$ cat src/rtl/cache_arb_pkg.sv
// Shared types for the cache/SDRAM arbiter: grant owner encoding and FSM states.
package cache_arb_pkg;

    typedef enum logic [1:0] {
        GNT_NONE = 2'd0,
        GNT_I    = 2'd1,
        GNT_DRD  = 2'd2,
        GNT_DWR  = 2'd3
    } grant_t;

    typedef enum logic [1:0] {
        IDLE  = 2'd0,
        ISSUE = 2'd1,
        XFER  = 2'd2,
        DONE  = 2'd3
    } arb_state_t;

    function automatic logic owner_req_of(grant_t g, logic i_req, logic drd_req, logic dwr_req);
        case (g)
            GNT_I:   return i_req;
            GNT_DRD: return drd_req;
            GNT_DWR: return dwr_req;
            default: return 1'b0;
        endcase
    endfunction

endpackage

$ cat src/rtl/arb_priority_sel.sv
// Combinational requester picker: write-back always wins; the two readers use fixed
// priority (drd > i) or, with ARB_ROUND_ROBIN_EN, take turns on a tie.
module arb_priority_sel
    import cache_arb_pkg::*;
(
    input  logic   i_req,
    input  logic   drd_req,
    input  logic   dwr_req,
    input  logic   rr_last_drd,
    output grant_t pick
);

`ifdef ARB_ROUND_ROBIN_EN
    always_comb begin
        pick = GNT_NONE;
        if (dwr_req)
            pick = GNT_DWR;
        else if (drd_req && i_req)
            pick = rr_last_drd ? GNT_I : GNT_DRD;
        else if (drd_req)
            pick = GNT_DRD;
        else if (i_req)
            pick = GNT_I;
    end
`else
    logic unused_rr;
    assign unused_rr = rr_last_drd;

    always_comb begin
        pick = GNT_NONE;
        if (dwr_req)
            pick = GNT_DWR;
        else if (drd_req)
            pick = GNT_DRD;
        else if (i_req)
            pick = GNT_I;
    end
`endif

endmodule

$ cat src/rtl/cache_mem_arbiter.sv
// Shares one SDRAM burst port between i-cache fill, d-cache fill and d-cache write-back.
// Optional build macro ARB_ROUND_ROBIN_EN alternates priority between the two read requesters.
module cache_mem_arbiter
    import cache_arb_pkg::*;
#(
    parameter int ADDR_W    = 24,
    parameter int DATA_W    = 16,
    parameter int BURST_LEN = 4
) (
    input  logic              clk,
    input  logic              rst,
    input  logic              i_req,
    input  logic [ADDR_W-1:0] i_addr,
    output logic              i_valid,
    output logic              i_done,
    input  logic              drd_req,
    input  logic [ADDR_W-1:0] drd_addr,
    output logic              drd_valid,
    output logic              drd_done,
    input  logic              dwr_req,
    input  logic [ADDR_W-1:0] dwr_addr,
    input  logic [DATA_W-1:0] dwr_wdata,
    output logic              dwr_next,
    output logic              dwr_done,
    output logic [DATA_W-1:0] rdata,
    output logic [1:0]        grant,
    output logic              busy,
    output logic              mem_req,
    output logic              mem_wren,
    output logic [ADDR_W-1:0] mem_addr,
    output logic [DATA_W-1:0] mem_wdata,
    input  logic              mem_ack,
    input  logic              mem_rvalid,
    input  logic              mem_wnext,
    input  logic [DATA_W-1:0] mem_rdata
);

    // Handshakes: a cache holds *_req until its *_done rises, *_done stays high until
    // that req drops (4-phase). mem_req is held until the cycle mem_ack=1. In XFER each
    // mem_rvalid/mem_wnext cycle moves exactly one word and is echoed on *_valid/dwr_next.

    localparam int               CNT_W     = $clog2(BURST_LEN);
    localparam logic [CNT_W-1:0] LAST_WORD = CNT_W'(BURST_LEN - 1);

    arb_state_t        state, state_nxt;
    grant_t            grant_q, pick;
    logic [CNT_W-1:0]  cnt;
    logic              rr_last_drd;
    logic              owner_req, rd_strobe, wr_strobe, word_strobe;
    logic [ADDR_W-1:0] pick_addr;

    arb_priority_sel u_sel (
        .i_req       (i_req),
        .drd_req     (drd_req),
        .dwr_req     (dwr_req),
        .rr_last_drd (rr_last_drd),
        .pick        (pick)
    );

`ifdef ARB_ROUND_ROBIN_EN
    always_ff @(posedge clk or posedge rst) begin
        if (rst)
            rr_last_drd <= 1'b0;
        else if (state == IDLE && (pick == GNT_DRD || pick == GNT_I))
            rr_last_drd <= (pick == GNT_DRD);
    end
`else
    assign rr_last_drd = 1'b0;
`endif

    always_comb begin
        pick_addr = i_addr;
        case (pick)
            GNT_DWR: pick_addr = dwr_addr;
            GNT_DRD: pick_addr = drd_addr;
            default: pick_addr = i_addr;
        endcase
    end

    assign owner_req   = owner_req_of(grant_q, i_req, drd_req, dwr_req);
    // Strobes of the wrong direction, or outside XFER, never reach the counter.
    assign rd_strobe   = (state == XFER) && !mem_wren && mem_rvalid;
    assign wr_strobe   = (state == XFER) && mem_wren && mem_wnext;
    assign word_strobe = rd_strobe || wr_strobe;

    always_comb begin
        state_nxt = state;
        case (state)
            IDLE:    if (pick != GNT_NONE) state_nxt = ISSUE;
            ISSUE:   if (mem_ack) state_nxt = XFER;
            XFER:    if (word_strobe && cnt == LAST_WORD) state_nxt = DONE;
            DONE:    if (!owner_req) state_nxt = IDLE;
            default: state_nxt = IDLE;
        endcase
    end

    always_ff @(posedge clk or posedge rst) begin
        if (rst) begin
            state    <= IDLE;
            grant_q  <= GNT_NONE;
            cnt      <= '0;
            mem_addr <= '0;
            mem_wren <= 1'b0;
        end else begin
            state <= state_nxt;
            case (state)
                IDLE: begin
                    if (pick != GNT_NONE) begin
                        grant_q  <= pick;
                        mem_addr <= pick_addr;
                        mem_wren <= (pick == GNT_DWR);
                        cnt      <= '0;
                    end
                end
                XFER: if (word_strobe) cnt <= cnt + 1'b1;
                DONE: begin
                    if (!owner_req) begin
                        grant_q  <= GNT_NONE;
                        mem_wren <= 1'b0;
                    end
                end
                default: ;
            endcase
        end
    end

    assign mem_req   = (state == ISSUE);
    assign busy      = (state != IDLE);
    assign grant     = grant_q;
    assign i_valid   = rd_strobe && (grant_q == GNT_I);
    assign drd_valid = rd_strobe && (grant_q == GNT_DRD);
    assign dwr_next  = wr_strobe;
    assign i_done    = (state == DONE) && (grant_q == GNT_I);
    assign drd_done  = (state == DONE) && (grant_q == GNT_DRD);
    assign dwr_done  = (state == DONE) && (grant_q == GNT_DWR);
    assign rdata     = mem_rdata;
    assign mem_wdata = dwr_wdata;

endmodule

$ cat config.mk
export PLATFORM = sky130hd
export DESIGN_NAME = cache_mem_arbiter
export DESIGN_NICKNAME = d
export VERILOG_FILES = /design/src/rtl/cache_arb_pkg.sv /design/src/rtl/arb_priority_sel.sv /design/src/rtl/cache_mem_arbiter.sv
export SDC_FILE = /design/constraint.sdc
export NUM_CORES = 1
export LEC_CHECK = 0
export ABC_AREA = 0
export CAP_MARGIN = 10
export CORE_MARGIN = 1
export CORE_UTILIZATION = 33
export DETAILED_ROUTE_END_ITERATION = 12
export GPL_TIMING_DRIVEN = 1
export PLACE_DENSITY = 0.82
export RECOVER_POWER = 100
export SYNTH_ARGS = -nofsm -noshare
export SYNTH_HDL_FRONTEND = slang
export SYNTH_SLANG_ARGS = --single-unit
$ cat constraint.sdc
create_clock -name clk -period 2.02 [get_ports clk]
set_input_delay 0.505 -clock clk [delete_from_list [all_inputs] [get_ports clk]]
set_output_delay 0.505 -clock clk [all_outputs]
set_load 0.005 [all_outputs]
==> results.txt, run 1 <==
The die height came out at 82.5 um. The top-level port count came out at 179. The number of hold buffers added after CTS is 0. The critical path ends at dwr_next. In this run the worst hold path is classified as flip-flop to flip-flop.

The clock tree skew after final layout came out at 3.18 ps. Entering global routing, the biggest net connects 37 pins. The first-pass iteration count of the detailed router came out at 4. The number of buffers and inverters on the critical path is 2. The number of design rule violations left after detail routing is 0.

Each instance of the synthesized netlist takes up on average 8.66 um^2. The area of the multi-input gates is 0.00102 mm^2. The cell depth of the worst flop-to-flop path came out at 7. The total number of clock tree sinks came out at 31. The initial DRC count came out at 44. The area fraction in and, or, nand and nor cells after synthesis came out at 14.7%. dfrtp_1 takes more of the synthesized area than any other cell. The shortest period the worst path allows is 1920 ps. The tool flagged a number of max-cap violations equal to 0. The net total in the final layout is 457. The number of antenna violations at the first check in global routing is 0.

For the worst-skew pair, the clock arrives at the later sink with an insertion delay of 280 ps. In this run the register-to-register setup slack is 130 ps. The share of the synthesized area in compound gates (AO/OA/AOI/OAI) is 13.7%.

Data on the critical path is required at its endpoint by 1510 ps. The critical-path cell with the highest stage delay is dfrtp_1. Counting the fill cells in the layout gives 580. The arrival time of data at the critical path endpoint came out at 1420 ps. The power per cell area is 1090 mW/mm^2. Prior to clock tree synthesis, the placed netlist has a worst setup slack of -339 ps.

The via count of the first global-routing pass was 1,860. The CTS clock-pin slew for the worst setup and hold paths is 70 ps. The initial utilization of the core area, before any placement, comes to 35.1%. The number of buffers inserted during clock tree synthesis is 5. Counting every instance in the synthesized netlist gives 247.

The launching element of the worst setup path is state[1]. The analysis attributes to cell leakage a power of 1.52 nW. The Yosys step of the flow raised 0 warnings. Among cell families on the critical path, the largest total delay comes from flip-flops.

Across every metal layer, demand over resource in global routing totals 17.2%. The total placed cells including tap cells is 406. Setup repair after global routing left no endpoint under its margin. The cell area after technology mapping came out at 0.00214 mm^2.

The part of the Yosys area used for sequential elements came out at 36.3%. The endpoint class of the critical path is an output pin. Input and output buffers added on the ports amount to 114. The number of diodes came out at 0. After detailed routing, the number of vias per cell comes to 4.67.

The critical path launch point type is a flip-flop. The area of the die came out at 0.00681 mm^2. The number of pins with negative max-slew slack in the final report is 0. The core area came out at 0.00610 mm^2. The instance count on the critical path came out at 4.

The total wire length came out at 5540 um. For the pin with the worst max-slew slack, the measured transition is 785 ps. The wire length per cell after detailed routing is 13.3 um.

In this run the remaining antenna-violating nets after routing total 0. Summed over all nets, the half-perimeter wirelength after detailed placement is 4500 um. Across the whole layout, storage elements account for 776 um^2.

Setup total negative slack on the finished layout was measured at 0 ps. The run finished with clean final reports. The flip-flop and latch count after synthesis came out at 31. The worst setup margin is 95.4 ps. The hold violation count in the final report came to 0. TritonCTS built the clock tree. From left edge to right edge, the die measures 82.5 um. The final number of setup-violating endpoints came out at 0.

After synthesis, the largest family of logic cells by area is buffers and inverters. The delay of the slowest critical-path stage is 420 ps. For this run, the number of standard cells in the final layout without fillers is 415. The source of the worst register-to-register timing path is state[1]. The first-pass GRT wire length came out at 8740 um. The worst register-to-register path ends at state[1].

The routed layout has 1,938 vias. The synthesized design devotes to its leading area cell type 36.3% of total area. Of the total synthesized cell area, the portion taken by XOR and XNOR cells is 0%. The share of post-route cells with drive strength above 1 came out at 10.9%. The number of rows in the core area came out at 28. The congestion estimate from routability-driven global placement came to 0.737. The cell sitting at the root of the clock tree is a clkbuf_8.

The maximum fanout along the worst path came out at 6. The synthesis-to-layout area growth is 53.9%. Static timing analysis puts the maximum clock frequency at 520 MHz. CTS built an H-tree with a depth of 2. Walking the worst path, the cells encountered are ha_2, buf_6, and3_1, dlygate4sd2_1. Multiplexer cells account for 15.4% of the synthesized area. The final period utilization came out at 95.3%.

The global route total overflow came out at 0. The largest buffer count on any clock path came out at 2. The critical path is of the flip-flop to output pin type.

The adder-cell share of the synthesized area is 3.51%. The worst slew margin relative to its limit came out at 47.7%. The maximum resistive drop on vdd came out at 529 uV. The synthesized net count came out at 365. Ranked by total cell area, the synthesized netlist is headed by dfrtp_1 (36%), mux2i_1 (13%), buf_4 (13%).

The count of unique library cells instantiated by Yosys is 30.
## logic make-up after synthesis
kind of cell | after synthesis
simple gates | 68
compound gates | 55
buf+inv | 55
mux | 32
flops | 31
fa+ha+maj | 6
## cells in the final DEF, fill, tap and decap left out, types with 2 or more instances in the layout
cell,Yosys,final
and3_1,2,2
buf_2,2,2
o22ai_1,1,2
clkbuf_1,4,3
clkbuf_8,0,6
nor2_1,31,31
ha_1,6,3
ha_2,0,2
nand2_1,27,27
mux2i_1,28,28
a21oi_1,25,26
dlygate4sd3_1,0,29
mux2_2,3,3
inv_1,9,8
dlygate4sd2_1,0,7
clkdlybuf4s50_1,0,74
o21ai_0,24,25
buf_4,36,11
dfrtp_1,31,31
## layer usage
layer | up-vias | global-route usage [%] | wire [um]
li1 | 981 | - | -
met1 | 849 | 18.3 | 2030
met2 | 104 | 31.3 | 2880
met3 | 4 | 6.70 | 602
met4 | 0 | 5.17 | 28
met5 | - | 0 | 0
## worst register-to-register path: cells and delay by family, from the launching register on
family,cells,cell delay (ps)
buffers and inverters,2,240
adders and majority gates,1,170
and+or+nand+nor,2,460
AOI/OAI and AO/OA,1,180
DFF,1,410
muxes,1,330
## per-stage QoR
| stage | instance area [um^2] | power, W | util (%) | hold slack, ps |
|---|---|---|---|---|
| floorplan | 2140 | 0.00207 | - | 457 |
| global placement | 3190 | 0.00305 | 52.4 | 460 |
| detailed placement | 3190 | 0.00312 | 52.4 | 469 |
| CTS | 3330 | 0.00380 | 54.7 | 485 |
| global route | 3290 | 0.00393 | 54.0 | 513 |
| finish | 3290 | 0.00359 | 54.0 | 471 |
## cells in the mapped netlist, drive strengths merged
library cell,number
buf,42
dfrtp,31
nor2,31
mux2i,28
nand2,27
a21oi,26
o21ai,25
inv,9
ha,6
clkbuf,4
mux2,4
and3,2
nor3b,2
o22ai,2
a21boi,1
nand2b,1
nand3,1
nand3b,1
nor2b,1
nor3,1
nor4b,1
o31ai,1
## timing repair
item,in CTS,in global routing
endpoints found under the setup margin,8,3
cloned,0,0
gates resized for setup,15,4
setup buffers,1,0
pin swaps,1,0
## worst min-delay path by stage
stage / from / endpoint / slack (ps) / cells past startpoint
floorplan: cnt[0] / cnt[0] / 460 / 1
global placement: mem_addr[18] / mem_addr[18] / 460 / 2
detailed placement: mem_addr[14] / mem_addr[14] / 470 / 2
CTS: mem_addr[14] / mem_addr[14] / 480 / 2
global route: cnt[0] / cnt[0] / 510 / 1
finish: mem_addr[14] / mem_addr[14] / 470 / 2
## state kept, by name, indices dropped and copies added (netlist names)
signal / count
grant: 2
mem_wren: 1
cnt: 2
mem_addr: 24
state: 2
## final cells by class
class                           count  share of cell area [%]
Clock inverter                      2                    1.06
Clock buffer                        6                    2.51
Multi-Input combinational cell    161                    30.9
Inverter                            9                    1.03
Sequential cell                    31                    23.6
Timing Repair Buffer              131                    38.0
Tap cell                           75                    2.85
## power breakdown
| part | internal, W | switching, W | leakage [nW] |
|---|---|---|---|
| Clock | 0.000399 | 0.000230 | 0.0612 |
| Sequential | 0.000919 | 0.000169 | 0.386 |
| Combinational | 0.00108 | 0.000792 | 1.08 |
No activity file was read; power rests on OpenSTA's default activity.
==> run 2, diff against run 1 <==
- SKIP_LAST_GASP: default -> 1
==> run 2 against run 1 <==
  * Die area unchanged
  * Power increased by 0.73%
  * Routed wire length decreased by 0.13%
  * Via count about the same
==> results.txt, run 2 (synthesis gave the netlist of run 1 again) <==
The run finished with clean final reports. The maximum operating frequency is 508 MHz. The delay of the slowest critical-path stage came out at 500 ps. The first-pass iteration count of the detailed router came out at 4. The hold violation count in the final report was 0. STA classifies the critical path startpoint as a flip-flop. The launching element of the worst setup path is state[1]. For this design the top-level I/O count stands at 179.

The worst hold path begins at mem_addr[14]. The count of placed standard cells in the final layout, fillers left out is 416. The worst slack after detailed placement came out at -339 ps.

The layout has 573 filler cells. Registers take 777 um^2. The number of rows in the core area is 28. The area of the die is 0.00681 mm^2. For the pin with the worst max-slew slack, the measured transition is 786 ps. The CTS clock-pin slew for the worst setup and hold paths is 70 ps. The final number of setup-violating endpoints is 0.

The root cell of the clock tree is clkbuf_8. The core area is 0.00610 mm^2. The startpoint identified for the worst register-to-register timing path is state[1].

The register bank with the most flops is mem_addr. The worst setup margin is 52.6 ps. The via-per-instance ratio is 4.66. The initial DRC count came out at 46. The critical path in this run is classified as flip-flop to output pin. The library cell used most frequently in the layout, excluding fill and tap cells, is clkdlybuf4s50_1. The top cell types in the final layout, fill and taps aside, are clkdlybuf4s50_1 (75), nor2_1 (31), dfrtp_1 (30). The number of pins with negative max-slew slack in the final report is 0. The total power came out at 0.00361 W. The analysis attributes to cell leakage a power of 1.53 nW.

The die height came out at 82.5 um. The total number of clock tree sinks came out at 31. The final core utilization came out at 54.3%.

The effective utilization at floorplan came out at 35.1%. The H-tree generated during clock tree synthesis spans 2 levels. The count of buffers from port buffering is 114. For the worst-skew pair, the clock arrives at the later sink with an insertion delay of 280 ps. For this design the ratio of total power to cell area is 1090 mW/mm^2. The all-layer global routing usage came out at 17.2%. The number of buffers and inverters on the critical path is 2. The largest net degree at the start of global routing is 37. The total vias in the final route is 1,937. STA classifies the critical path endpoint as an output pin.

Walking the worst path, the cells encountered are inv_2, ha_2, clkdlybuf4s50_1. The number of antenna violations at the first check in global routing is 0. The die width is 82.5 um.

The net total in the final layout came out at 458. After layout, the worst path uses 97.4% of the clock period. The routability congestion estimate from global placement is 0.737. The maximum resistive drop on vdd is 549 uV. Setup repair after global routing could not meet its margin everywhere. The first-pass GRT wire length came out at 8740 um. The total placed cells including tap cells came out at 406. The global route total overflow is 0. The largest individual stage delay along the critical path comes from the cell clkdlybuf4s50_1. The share of post-route cells with drive strength above 1 is 12.3%.

The clock tree from TritonCTS is yes. The worst slew margin relative to its limit is 47.6%. From synthesis to final layout, the design area changed by 54.7%.

Max-cap violations in this run came to 0. The cell family contributing the most delay on the critical path is buffers and inverters. The number of buffers inserted during clock tree synthesis is 5.

The min-delay analysis places its worst path in the category flip-flop to flip-flop. The register with the most flip-flops in the layout has 24 of them. The multi-input combinational cells in the finished layout cover a total of 0.00102 mm^2. The final antenna-violating net count is 0. After detailed routing, the number of remaining DRC violations is 0. The required time at the worst-slack endpoint came out at 1510 ps. The number of hold buffers added after CTS came out at 0. The routed design has 5530 um of wire. Of all nets on the critical path, the largest fanout is 4. The number of diodes came out at 0. The largest buffer count on any clock path is 2. The half-perimeter wire length after detailed placement came out at 4500 um. The arrival time of data at the critical path endpoint came out at 1460 ps. The via count of the first global-routing pass is 1,860.

The clock tree skew after final layout is 4.51 ps. The wire length per cell after detailed routing came out at 13.3 um. The shortest period the worst path allows is 1970 ps.
==> run 2: layout make-up <==
type / instances / area share, %
sequential: 31 / 23.5
clock buffer: 6 / 2.50
multi-input combinational: 161 / 31.0
inverter: 9 / 1.02
clock inverter: 2 / 1.06
timing repair buffer: 132 / 38.1
tap: 75 / 2.84
==> run 2: layer usage <==
| metal | track usage (%) | up-vias | wire length, um |
|---|---|---|---|
| li1 | - | 983 | - |
| met1 | 18.3 | 846 | 2020 |
| met2 | 31.3 | 104 | 2880 |
| met3 | 6.70 | 4 | 598 |
| met4 | 5.17 | 0 | 28 |
| met5 | 0 | - | 0 |
==> run 2: power breakdown <==
group | total (W) | internal, W | switching [W]
Sequential | 0.00109 | 0.000921 | 0.000170
Combinational | 0.00189 | 0.00110 | 0.000798
Clock | 0.000627 | 0.000399 | 0.000228
==> run 2: repair_timing <==
action | 4_1_cts | 5_1_grt
setup endpoints to repair | 8 | 4
resized for setup | 14 | 5
pin swaps | 0 | 0
setup buffers | 1 | 1
==> run 2: worst paths after layout <==
| kind | endpoint | slack, ps | cells past startpoint |
|---|---|---|---|
| worst max-delay path | mem_req | 50 | 3 |
| worst min-delay path | mem_addr[14] | 470 | 2 |
| worst max register to register | state[1] | 160 | 7 |
| worst min register to register | mem_addr[14] | 470 | 2 |
| max in group asynchronous | state[1] | 590 | 3 |
| min in group asynchronous | mem_addr[19] | 880 | 3 |
==> run 2: tightest hold or removal path: stages (launching register included) <==
cell and delay, ps:
dfrtp_1 340, nand2_1 40, o21ai_0 60
==> run 2: stage by stage <==
| stage | setup TNS (ps) | cell area, um^2 | hold slack (ps) |
|---|---|---|---|
| finish | 0 | 3310 | 471 |
| global route | -0.511 | 3310 | 513 |
| CTS | -68.8 | 3330 | 485 |
| detailed placement | -637 | 3190 | 469 |
| global placement | -610 | 3190 | 460 |
| floorplan | 0 | 2140 | 457 |
